==> src/rtl/timer555_clkgen.sv <==
// timer555_clkgen: digital stand-in for a 555 timer. Generates a free-running
// clock (astable) or a single pulse (monostable). HIGH and LOW phase lengths
// come from shadow registers. New lengths are staged and only take effect at
// a phase boundary, so a running waveform is never distorted mid-period.
module timer555_clkgen #(
  parameter int CNT_W = 16
) (
  input  logic             clk,
  input  logic             reset_p,
  input  logic             enable,
  input  logic             mode,
  input  logic             trig,
  input  logic [CNT_W-1:0] high_cnt,
  input  logic [CNT_W-1:0] low_cnt,
  input  logic             load,
  output logic             clk_out,
  output logic             busy,
  output logic             period_tick,
  output logic             pulse_done,
  output logic             cfg_err
);

  localparam logic [CNT_W-1:0] ONE  = CNT_W'(1);
  localparam logic [CNT_W-1:0] ZERO = '0;

  typedef enum logic [1:0] {IDLE, HIGH, LOW} state_t;

  typedef struct packed {
    logic [CNT_W-1:0] hi;
    logic [CNT_W-1:0] lo;
  } cfg_t;

  state_t           state;
  cfg_t             sh;        // active phase lengths
  cfg_t             pend;      // staged lengths waiting for a phase boundary
  logic             pend_vld;
  cfg_t             load_cfg;  // live inputs with zero fields forced to 1
  cfg_t             apply_cfg; // what a phase boundary adopts this cycle
  logic             load_zero;
  logic             trig_q;
  logic             run_mono;  // mode latched when the run started
  logic [CNT_W-1:0] cnt;
  logic             cnt_done;
  logic             start_ast;
  logic             start_mono;

  // Sanitize incoming lengths and pick the config a boundary would adopt.
  // A load on the same edge as a boundary wins over any older staged value.
  always_comb begin
    load_cfg.hi = high_cnt;
    load_cfg.lo = low_cnt;
    load_zero   = 1'b0;
    if (high_cnt == ZERO) begin
      load_cfg.hi = ONE;
      load_zero   = 1'b1;
    end
    if (low_cnt == ZERO) begin
      load_cfg.lo = ONE;
      load_zero   = 1'b1;
    end
    apply_cfg = sh;
    if (load)
      apply_cfg = load_cfg;
    else if (pend_vld)
      apply_cfg = pend;
  end

  // Start conditions are only evaluated in IDLE, which is where mode is sampled.
  always_comb begin
    cnt_done   = (cnt == ZERO);
    start_ast  = (state == IDLE) && enable && !mode;
    start_mono = (state == IDLE) && enable && mode && trig && !trig_q;
  end

  // Main FSM: phase sequencing, config staging and all registered outputs.
  always_ff @(posedge clk or posedge reset_p) begin
    if (reset_p) begin
      state       <= IDLE;
      sh.hi       <= ONE;
      sh.lo       <= ONE;
      pend.hi     <= ONE;
      pend.lo     <= ONE;
      pend_vld    <= 1'b0;
      trig_q      <= 1'b0;
      run_mono    <= 1'b0;
      cnt         <= ZERO;
      clk_out     <= 1'b0;
      busy        <= 1'b0;
      period_tick <= 1'b0;
      pulse_done  <= 1'b0;
      cfg_err     <= 1'b0;
    end else begin
      trig_q      <= trig;
      period_tick <= 1'b0;
      pulse_done  <= 1'b0;
      if (load)
        cfg_err <= load_zero;

      case (state)
        IDLE: begin
          if (load)
            sh <= load_cfg;
          pend_vld <= 1'b0;
          if (start_ast || start_mono) begin
            state       <= HIGH;
            run_mono    <= start_mono;
            cnt         <= apply_cfg.hi - ONE;
            clk_out     <= 1'b1;
            busy        <= 1'b1;
            period_tick <= start_ast;
          end
        end

        HIGH: begin
          if (load) begin
            pend     <= load_cfg;
            pend_vld <= 1'b1;
          end
          if (!cnt_done) begin
            cnt <= cnt - ONE;
          end else if (run_mono) begin
            // One-shot ends: adopt any staged config, flag completion.
            state      <= IDLE;
            sh         <= apply_cfg;
            pend_vld   <= 1'b0;
            clk_out    <= 1'b0;
            busy       <= 1'b0;
            pulse_done <= 1'b1;
          end else begin
            // Astable keeps the current LOW length; staging waits for LOW end.
            state   <= LOW;
            cnt     <= sh.lo - ONE;
            clk_out <= 1'b0;
          end
        end

        LOW: begin
          if (load) begin
            pend     <= load_cfg;
            pend_vld <= 1'b1;
          end
          if (!cnt_done) begin
            cnt <= cnt - ONE;
          end else begin
            sh       <= apply_cfg;
            pend_vld <= 1'b0;
            if (enable) begin
              state       <= HIGH;
              cnt         <= apply_cfg.hi - ONE;
              clk_out     <= 1'b1;
              period_tick <= 1'b1;
            end else begin
              state   <= IDLE;
              busy    <= 1'b0;
              clk_out <= 1'b0;
            end
          end
        end

        default: begin
          state   <= IDLE;
          busy    <= 1'b0;
          clk_out <= 1'b0;
        end
      endcase
    end
  end

endmodule
==> config.mk <==
export PLATFORM = sky130hd
export DESIGN_NAME = timer555_clkgen
export DESIGN_NICKNAME = d
export VERILOG_FILES = /design/src/rtl/timer555_clkgen.sv
export SDC_FILE = /design/constraint.sdc
export NUM_CORES = 1
export LEC_CHECK = 0
export CAP_MARGIN = 20
export CORE_MARGIN = 2
export CORE_UTILIZATION = 60
export DETAILED_ROUTE_END_ITERATION = 10
export DONT_BUFFER_PORTS = 1
export GPL_ROUTABILITY_DRIVEN = 0
export PLACE_DENSITY = 0.76
export SYNTH_ARGS = -nofsm -noshare
export SYNTH_HDL_FRONTEND = slang
export SYNTH_SLANG_ARGS = --single-unit
==> constraint.sdc <==
create_clock -name clk -period 4.6 [get_ports clk]
set_clock_uncertainty 0.1 [all_clocks]
set_input_delay 1.38 -clock clk [delete_from_list [all_inputs] [get_ports clk]]
set_output_delay 1.38 -clock clk [all_outputs]
set_load 0.02 [all_outputs]
==> summary.md <==
| Metric | Value |
|---|---|
| Critical path class | `reg -> reg` |
| Post-synth top cells | `dfrtp_1 (86), mux2_2 (44), nand2_1 (40)` |
| Routed length per instance | `21.03 um` |
| Fin Hold WS | `0.4152 ns` |
| Final slew viol count | `0` |
| Post-synthesis sequential area ratio | `41.12%` |
| Seq pwr share | `35.7%` |
| RSZ-0062 raised after global routing | `false` |
| #FFs+latches synth | `90` |
| Share of cells above drive strength 1 | `22.61%` |
| Switching Share | `43.38%` |
| CTS tree | `done` |
| EDFF count, synth | `0` |
| CP max FO | `32` |
| Die Y-Extent | `99.65 um` |
| Psw | `1.925 mW` |
| Worst VDD drop | `395.7 uV` |
| TritonCTS buffer count | `9` |
| Number of max-cap violations | `0` |
| Internal Pwr Total | `2.513 mW` |
| Yosys top cell by area | `dfrtp_1` |
| Area growth syn-to-layout | `4.696%` |
| DR vias/cell | `6.771` |
| Die area | `9929 sq um` |
| Post-synth top flop | `dfrtp_1` |
| WP data required | `4.80 ns` |
| Clock Sinks | `90` |
| PwrDens | `772.3 nW/um^2` |
| Core footprint | `8806 sq um` |
| H-tree levels | `3` |
| Maximum clock path buffer count | `2` |
| Ant diodes | `0` |
| Clk_lat worst skew | `0.37 ns` |
| Post-CTS Hold Fix Bufs | `0` |
| Status | `finished, final reports clean` |
| # rows | `34` |
| Final Cell Area | `5747 sq um` |
| Post-CTS Resized | `0` |
| Top cells by area, synth | `dfrtp_1 (39%), mux2_2 (9.0%), a2bb2oi_2 (8.2%)` |
| Port buffer count | `0` |
| Worst setup SP type | `register` |
| Top Layer Used | `met4` |
| DR iter-0 viols | `351` |
| Syn_nets | `570` |
| Residual DRC | `0` |
| Post-synth ARST share | `100.0%` |
| Synth cell types | `59` |
| DRT Pass-1 Iters | `5` |
| Post-Syn Area per Cell | `10.46 sq um` |
| Root Driver | `clkbuf_8` |
| Global route total overflow | `0` |
| Worst Tran Pin Value | `0.8720 ns` |
| DRT antenna net count | `0` |
| Met3 routed WL | `912 um` |
| Final hold viol count | `0` |
| Setup_tns | `0 ns` |
| Initial antenna violation count | `0` |
| Yosys warnings | `0` |
| DR WL met2 | `6387 um` |
| Final setup viols | `0` |
| Final period utilization | `79.63%` |
| Largest net degree at the start of global routing | `41` |
| Gate Count Post-Synth | `525` |
| Via Count | `4266` |
| M1 WL | `5767 um` |
| Arrival @ worst endpoint | `3.86 ns` |
| F_max | `273.0 MHz` |
| Combinational Power Share | `52.3%` |
| Worst-path clk slew | `0.10 ns` |
| Fraction of post-synthesis cell area in the top cell type by area | `39.21%` |
| # Post-CTS Setup Buffers | `0` |
| Pleak | `2.190 nW` |
| DP HPWL | `9308 um` |
| Clock share of power | `12.0%` |
| First-pass GRT wire length | `21720 um` |
| Area of the mapped netlist | `5489 sq um` |
| Critical path endpoint category | `register` |
| WL final | `13250 um` |
| Area post-placement | `5553 sq um` |
| Slew HR | `41.87%` |
| Vias in the first global route | `4205` |
| Nets | `562` |
| Initial Utilization | `62.33%` |
| Count leader, synth | `dfrtp_1` |
| Min Tclk post-route | `3.663 ns` |
| Worst hold-check path type | `reg -> reg` |
| GRT Overall Usage | `27.81%` |
| Ports | `43` |
| Die W | `99.65 um` |
[cell type report]
cell class | instances | area, sq um
inverter | 13 | 50.05
multi-input combinational | 393 | 3035
sequential | 90 | 2257
clock buffer | 9 | 123.9
timing repair buffer | 10 | 75.07
clock inverter | 7 | 70.07
tap | 108 | 135.1
fill | 678 | 3059
[worst max-delay path, cell delays in order, from the launching register on]
cell     delay (ns)
dfrtp_1        0.45
inv_1          0.10
ha_1           0.21
nor3b_1        0.47
nand4_2        0.29
or3_4          0.56
o21ai_4        0.14
nand2_2        0.13
nor3_4         0.23
buf_4          0.48
mux2_2         0.40
[state kept, by name, indices dropped and copies added (netlist names)]
| signal | cells |
|---|---|
| pend_vld | 1 |
| sh | 32 |
| period_tick | 1 |
| clk_out | 1 |
| trig_q | 1 |
| cnt | 16 |
| busy | 1 |
| pend | 32 |
| cfg_err | 1 |
| pulse_done | 1 |
| state | 2 |
| run_mono | 1 |
[stage by stage]
step	utilization, %	instances	setup WS, ns	power, mW
after floorplan	-	525	0.7914	3.416
after global placement	63.06	614	0.7698	3.769
after detailed placement	63.06	614	0.6643	3.874
after CTS	65.26	630	1.038	4.413
after global routing	65.26	630	0.7270	4.710
final	65.26	630	0.9372	4.438
[power by group through the flow]
stage / Combinational, mW / Sequential (mW) / Clock (mW)
5_1_grt: 2.50 / 1.63 / 0.578
2_1_floorplan: 1.94 / 1.47 / 0
4_1_cts: 2.30 / 1.57 / 0.544
6_report: 2.32 / 1.59 / 0.534
3_5_place_dp: 2.29 / 1.59 / 0
3_3_place_gp: 2.22 / 1.55 / 0
[placed cells by master (no fill, tap or decap), types with 5 or more instances in the layout]
master     Yosys  final
o21ai_0       26     26
o22ai_1       31     31
a22oi_1        5      5
a2bb2oi_2     30     30
nor3_1        14     14
inv_1         12     11
nor2_1        23     22
mux2_2        44     44
a21oi_1       24     24
nand3_1        7      7
mux2i_1       15     15
clkbuf_8       0      9
nand2_1       40     40
xnor2_1       18     18
nand4_1        6      6
buf_4          1     10
o31ai_1        7      7
a31oi_1        6      6
nor2b_1        6      6
a221o_1        6      6
dfrtp_1       86     86
nand2b_1       5      5
ha_1           7      7
xor2_1        12     12
nor4_1        12     12
[layer usage]
metal,track usage [%],vias to the layer above
met4,7.903,0
met5,0,-
met2,44.91,166
met3,5.481,19
met1,38.47,2106
li1,-,1975
[final timing paths]
kind,cells after the start,endpoint,slack [ns],from
min reg2reg,2,pend[16]$_DFFE_PP1P_,0.42,pend[16]$_DFFE_PP1P_
min,2,pend[16]$_DFFE_PP1P_,0.42,pend[16]$_DFFE_PP1P_
max in group asynchronous,2,sh[16]$_DFFE_PP1P_,2.58,reset_p
max reg2reg,10,sh[16]$_DFFE_PP1P_,0.94,cnt[0]$_DFFE_PP0P_
max,10,sh[16]$_DFFE_PP1P_,0.94,cnt[0]$_DFFE_PP0P_
min in group asynchronous,1,trig_q$_DFF_PP0_,0.88,reset_p
[cell families after synthesis]
group / share of synthesized area (%)
xor gates and xnor gates: 4.787
muxes: 11.76
adders and majority gates: 1.596
DFF: 41.12
buffers and inverters: 3.624
and+or+nand+nor: 13.20
AOI/OAI and AO/OA: 23.91
(Power assumes the default switching activity.)
